`src/rtl/tc_acc_buffer.sv`:
```
// Accumulation stage behind the tensor-core reduction network: sums K_STEPS beats
// of N_ADT signed partial sums per lane and holds each finished result on a valid/ready register.
module tc_acc_buffer #(
  parameter  int unsigned N_ADT   = 4,
  parameter  int unsigned DW_DATA = 8,
  parameter  int unsigned DW_ACC  = 24,
  parameter  int unsigned K_STEPS = 4,
  localparam int unsigned DW_CNT  = $clog2(K_STEPS + 1)
) (
  input  logic                      clk,
  input  logic                      rst,
  input  logic                      in_valid,
  output logic                      in_ready,
  input  logic [N_ADT*DW_DATA-1:0]  in,
  output logic                      out_valid,
  input  logic                      out_ready,
  output logic [N_ADT*DW_ACC-1:0]   out,
  output logic [DW_CNT-1:0]         k_cnt
);

  logic [N_ADT*DW_ACC-1:0] r_acc;
  logic [N_ADT*DW_ACC-1:0] r_out;
  logic                    r_out_valid;
  logic [DW_CNT-1:0]       r_k_cnt;

  logic [N_ADT*DW_ACC-1:0] w_sum;
  logic signed [DW_DATA-1:0] w_lane [N_ADT];
  logic                    w_last;
  logic                    w_accept;
  logic                    w_pop;

  // Per-lane sign-extend and add; wraps modulo 2^DW_ACC.
  always_comb begin
    w_sum = '0;
    for (int unsigned i = 0; i < N_ADT; i++) begin
      w_lane[i] = in[i*DW_DATA +: DW_DATA];
      w_sum[i*DW_ACC +: DW_ACC] = r_acc[i*DW_ACC +: DW_ACC] + DW_ACC'(w_lane[i]);
    end
  end

  // Only a final beat can be blocked, and only by an unpopped result.
  assign w_last   = (r_k_cnt == DW_CNT'(K_STEPS - 1));
  assign in_ready = !w_last || !r_out_valid || out_ready;
  assign w_accept = in_valid && in_ready;
  assign w_pop    = r_out_valid && out_ready;

  always_ff @(posedge clk) begin
    if (!rst) begin
      r_acc       <= '0;
      r_out       <= '0;
      r_out_valid <= 1'b0;
      r_k_cnt     <= '0;
    end else begin
      if (w_accept) begin
        if (w_last) begin
          r_acc   <= '0;
          r_k_cnt <= '0;
        end else begin
          r_acc   <= w_sum;
          r_k_cnt <= r_k_cnt + DW_CNT'(1);
        end
      end
      // A final accept overrides a same-cycle pop so results stream without bubbles.
      if (w_accept && w_last) begin
        r_out       <= w_sum;
        r_out_valid <= 1'b1;
      end else if (w_pop) begin
        r_out_valid <= 1'b0;
      end
    end
  end

  assign out       = r_out;
  assign out_valid = r_out_valid;
  assign k_cnt     = r_k_cnt;

endmodule
```
`config.mk`:
```
export PLATFORM = sky130hd
export DESIGN_NAME = tc_acc_buffer
export DESIGN_NICKNAME = d
export VERILOG_FILES = /design/src/rtl/tc_acc_buffer.sv
export SDC_FILE = /design/constraint.sdc
export NUM_CORES = 1
export LEC_CHECK = 0
export CAP_MARGIN = 10
export CORE_ASPECT_RATIO = 1.75
export CORE_MARGIN = 2
export CORE_UTILIZATION = 45
export DETAILED_ROUTE_END_ITERATION = 10
export DONT_BUFFER_PORTS = 1
export PLACE_DENSITY_LB_ADDON = 0.3
export SYNTH_ARGS = -nofsm -noshare
export SYNTH_HDL_FRONTEND = slang
export SYNTH_SLANG_ARGS = --single-unit
```
`constraint.sdc`:
```
create_clock -name clk -period 3.9 [get_ports clk]
set_input_delay 0.39 -clock clk [delete_from_list [all_inputs] [get_ports clk]]
set_output_delay 0.39 -clock clk [all_outputs]
set_load 0.1 [all_outputs]
```
== Word level (Yosys, flattened, before mapping) ==
Cells that the tools add are included.
W data, S select, Z words.

* Bits in registers: 196
* Latch bits: 0
* RAM bits: 0
* Memory bits (read-only): 0
* Bits of input ports: 36
* Word-level logic and storage cells: 22
* Memories kept: 0

* $add $sub $neg: 5
* $mul: 0
* Divide/modulo/power cells: 0
* Order comparisons: 0
* Eq/ne operators: 1
* Shift-type cells: 0
* Muxes and demuxes: 4
* Bitwise logic cells: 0
* Reductions and logical operators: 8

{| class="wikitable"
|+ Operator list
! cell !! count
|-
| $add A24 B24 Y24 || 4
|-
| $mux W96 || 1
|-
| $add A3 B1 Y3 const B || 1
|-
| $eq A3 B2 Y1 const B || 1
|-
| $logic_and A1 B1 Y1 || 3
|-
| $mux W3 || 1
|-
| $logic_not A1 Y1 || 2
|-
| $logic_or A1 B1 Y1 || 2
|-
| $mux W1 || 2
|-
| $reduce_bool A2 Y1 || 1
|}

== Longest topological paths before layout ==
* Depth in word-level cells: 7
* Gate-level depth with buffers: 10
* Mapped depth without buffers: 10

== Worst setup path after synthesis ==
OpenSTA, ideal clock, no wires.

* Kind: flip-flop to flip-flop
* Start point: register r_k_cnt[0], in the netlist k_cnt[0]
* End point: register r_k_cnt[1], in the netlist k_cnt[1]
* Arrival time: 3.120 ns
* Data required time: 3.772 ns
* Slack: 0.653 ns
* Stages on the path, launching flop included: 9
* Buffers on the path: 2
* Period minus slack after synthesis: 3.247 ns
* Cell sequence: dfxtp_1 > ha_1 > nand2b_1 > or2_2 > clkbuf_1 > nand2_1 > clkbuf_1 > mux2i_1 > nor2_1

* Longest elaborated chain between the ends: 5
* Elaborated cells between the ends (all ways): 7

{| class="wikitable"
|+ RTL lines
! item !! line !! text
|-
| start: declaration || 24 || <nowiki>logic [DW_CNT-1:0] r_k_cnt;</nowiki>
|-
| start signal: assignment || 60 || <nowiki>r_k_cnt <= r_k_cnt + DW_CNT'(1);</nowiki>
|-
| $eq A3 B2 Y1 || 42 || <nowiki>assign w_last = (r_k_cnt == DW_CNT'(K_STEPS - 1));</nowiki>
|-
| $logic_not A1 Y1 || 43 || <nowiki>assign in_ready = !w_last || !r_out_valid || out_ready;</nowiki>
|-
| $logic_or A1 B1 Y1 (2 in a row) || 43 ||
|-
| net in_ready || 13 || <nowiki>output logic in_ready,</nowiki>
|-
| $logic_and A1 B1 Y1 || 44 || <nowiki>assign w_accept = in_valid && in_ready;</nowiki>
|}

The timed path passes the listed nets, and every way through them passes these cells.
A chain may end at the register's enable or synchronous reset.

== Final worst setup path ==
* Start point: register r_acc[0]
* End point: register r_acc[22]

* Longest elaborated chain between the ends: 2

{| class="wikitable"
|+ RTL lines
! item !! line !! text
|-
| start: declaration || 21 || <nowiki>logic [N_ADT*DW_ACC-1:0] r_acc;</nowiki>
|-
| start signal: assignment || 59 || <nowiki>r_acc <= w_sum;</nowiki>
|-
| $add A24 B24 Y24 || 37 || <nowiki>w_sum[i*DW_ACC +: DW_ACC] = r_acc[i*DW_ACC +: DW_ACC] + DW_ACC'(w_lane[i]);</nowiki>
|-
| $mux W96 || 55 || <nowiki>if (w_last) begin</nowiki>
|}

Every way passes these cells.

==> summary.txt <==
Route
  – Total wire length: 29,770 um
  – Metal-1 WL: 11,610 um
  – Routed wl met3: 1318 um
  – DRC: 0
  – Drt wl/cell: 17.83 um
  – Total number of vias: 9,743
  – First-pass detailed-route iteration total: 5
  – Number of DRC markers in iteration 0: 446
  – WL met2: 15,320 um
  – DR top layer: met4
  – Antenna-violating nets left: 0
  – Vias per inst: 5.834

Worst setup path
  – Origin of the critical flop-to-flop path: r_acc[0]$_SDFFE_PN0P_
  – CP max stage delay: 0.41 ns
  – FF-to-FF End: r_acc[22]$_SDFFE_PN0P_
  – CP max FO: 3
  – Crit path DAT: 3.17 ns
  – Setup crit start kind: flip-flop
  – Worst setup EP type: flip-flop
  – R2R cell count: 9
  – Worst Path Required: 4.26 ns
  – Crit path cell chain: ha_1, fa_1, a21oi_1, o221ai_1, o21ai_1, a32o_2, nor2_1, or3_1, a32o_1
  – Setup Crit Path Kind: reg2reg
  – R2R setup slack: 1.09 ns
  – CP Buf/Inv Count: 0
  – CP delay by family, top: compound AO/OA/AOI/OAI gates
  – Slowest cell on the critical path: fa_1

Synth
  – Warnings, synthesis: 0
  – Prevailing post-synth register cell: dfxtp_1
  – Top-area cell type share of the netlist area: 34.79%
  – Commonest cells in the synthesized netlist: nand2_1, dfxtp_1, a21oi_1
  – Combinational family with the most area after synthesis: compound AO/OA/AOI/OAI gates
  – FF+latch count, synth: 196
  – Synth Net Count: 1,519
  – Adder-Cell Fraction of Synth Area: 11.03%
  – Async SR Flop Fraction: 0%
  – Compound-Gate Fraction of Synth Area: 26.82%
  – Synthesized netlist cell count: 1,386
  – Seq/Total Area, Yosys: 34.79%
  – Syn_area_per_cell: 8.136 um^2
  – Area leader, netlist: dfxtp_1
  – Area contributors post-synth: dfxtp_1, ha_1, nand2_1, a21oi_1, xnor2_1
  – Synth Area in Simple Gates: 17.01%
  – Netlist area before placement: 11,280 um^2
  – Synth cell types: 67
  – Leading cell type by number of instances after synthesis: nand2_1
  – Area share of xor/xnor cells in the synthesized design: 6.724%
  – Post-synth EDFFs: 0
  – Post-synthesis mux area share: 0.3661%

Clocking
  – Clk buf depth: 2
  – Root Buffer: clkbuf_16
  – Clk sinks: 196
  – Latest clock arrival within the worst-skew pair: 0.47 ns
  – CTS tree: done
  – Post-CTS Hold Buffers: 1
  – H-tree levels: 4
  – # Post-CTS Setup Buffers: 0
  – Total CTS buffers: 17
  – CTS resizes: 0
  – Clock-pin slew on the worst setup and hold paths: 0.08 ns

Power
  – Int Pwr: 3859 uW
  – Net Sw Frac: 35.58%
  – Sw Pwr: 2131 uW
  – Seq pwr share: 39.9%
  – Max IR drop VDD: 321.8 uV
  – Clk pwr share: 29.8%
  – Static Leakage: 0.004918 uW
  – Logic pwr share: 30.4%
  – PwrDens: 493.5 nW/um^2

Worst hold path
  – Hold Path Class: in2reg
  – Hold path endpoint: r_acc[54]$_SDFFE_PN0P_
  – Worst hold stages: 1
  – Beginning of the worst hold path: rst

Die
  – Die Wd: 123.7 um
  – Cell Rows: 76
  – Die Height: 213.4 um
  – DIE AREA: 26,390 um^2
  – Io pins: 137
  – Core area: 24,630 um^2
  – Initial Utilization: 45.79%

Placed design
  – Final HPWL DP: 21,180 um
  – Gpl congestion: 0.8967
  – Placed cell area: 11,540 um^2
  – Cells after DPL: 1,637
  – Port Buffers: 0

Timing
  – Endpoints failing setup: 0
  – Period utilisation layout: 72.04%
  – RSZ-0062 raised after global routing: false
  – Slew @ Worst Pin: 1.079 ns
  – Hold Violations, Final: 0
  – Fmax: 355.9 MHz
  – Worst rel slew slack: 27.95%
  – Post-Route Setup TNS: 0 ns
  – Period minus WS final: 2.810 ns
  – Max Slew Vio Count: 0
  – Worst Skew: 0.009688 ns

Cells and area
  – Antenna cells: 0
  – Layout Cells excl Fill: 1,670
  – Final instance area: 12,140 um^2
  – Area of the multi-input gates: 7013 um^2
  – Utilization after layout: 49.28%
  – Fraction of layout cells with a size suffix above 1: 5.523%
  – Sequential cell area: 3924 um^2
  – Layout fillers: 2,377
  – Area grow syn2layout: 7.622%
  – Final Net Count: 1,478

Outcome
  – Status: finished clean

Run
  – Max cap viols: 0

Global route
  – Global Route Usage Sum: 23.15%
  – Initial antenna violation count: 0
  – Global route overflow: 0
  – First-pass GRT wire length: 48,000 um
  – Vias in the first global route: 9,708
  – Largest net degree at the start of global routing: 78
[layout make-up]
cell class,instances,share of cell area [%]
clock buffer,20,3.845
clock inverter,12,0.9691
inverter,22,0.7010
multi-input combinational,1093,57.78
sequential,196,32.33
tap,312,3.217
timing repair buffer,15,1.155
[flip-flops by register name, summed over array words and instances (netlist names)]
name	flops
out	96
k_cnt	3
out_valid	1
r_acc	96
[worst max-delay path by stage]
stage,start,endpoint,depth (start not counted)
after floorplan,k_cnt[0]$_SDFFE_PN0P_,k_cnt[1]$_SDFFE_PN0P_,8
after detailed placement,in[0],r_acc[22]$_SDFFE_PN0P_,9
after global placement,in[0],r_acc[22]$_SDFFE_PN0P_,9
final,r_acc[0]$_SDFFE_PN0P_,r_acc[22]$_SDFFE_PN0P_,9
after global routing,r_acc[74]$_SDFFE_PN0P_,out[89]$_SDFFE_PN0P_,9
after CTS,r_acc[0]$_SDFFE_PN0P_,r_acc[22]$_SDFFE_PN0P_,9
[placed cells by master (no fill, tap or decap), types with 6 or more instances in the layout]
cell       synthesis  final
a21o_1            34     34
nand4_1           16     16
o21ai_0           80     80
buf_4              0     12
nand3_1           31     30
inv_1             22     21
nor2_1            97     96
o21bai_1          12     12
o21ai_1            6      6
a31oi_1           15     15
a211oi_1          14     14
and2_1            17     17
o211ai_1          14     14
o21a_1            13     13
nand2_1          223    223
nor3_1            15     15
and3_1            13     12
nor2b_1            7      7
xnor2_1           46     46
ha_1              93     93
a22oi_1           35     35
dfxtp_1          196    196
xor2_1            38     38
clkbuf_16          0     17
a21oi_1          158    157
a22o_1            28     28
[power by group through the flow]
stage	clock [uW]	combinational, uW	sequential [uW]
CTS	1820	1820	2390
finish	1780	1820	2390
detailed placement	0	1800	2430
floorplan	0	1450	2420
global route	1880	2040	2410
global placement	0	1780	2430
[routing by layer]
| metal | global-route usage, % | vias up |
|---|---|---|
| li1 | - | 4914 |
| met1 | 24.85 | 4558 |
| met2 | 41.28 | 196 |
| met3 | 4.654 | 75 |
| met4 | 13.56 | 0 |
| met5 | 0 | - |
[logic make-up after synthesis]
logic type | count (synthesis)
AOI/OAI and AO/OA | 466
and+or+nand+nor | 441
DFF | 196
buffers and inverters | 97
adders and majority gates | 97
xor gates and xnor gates | 85
muxes | 4
[per-stage QoR]
step           total power, uW  hold slack [ns]  worst slack, ns
6_report                  5990          0.04834            1.090
5_1_grt                   6335          0.04204           0.8976
4_1_cts                   6027          0.02635            1.128
3_5_place_dp              4235           0.4461            1.052
3_3_place_gp              4206           0.4368            1.097
2_1_floorplan             3864           0.4291           0.6527
[worst register-to-register path: stages (launching register included)]
cell and delay [ns]:
dfxtp_1 0.32, ha_1 0.21, fa_1 0.41, a21oi_1 0.29, o221ai_1 0.21, o21ai_1 0.32, a32o_2 0.29, nor2_1 0.07
or3_1 0.33, a32o_1 0.27
Power figures use the tool's default switching activity.
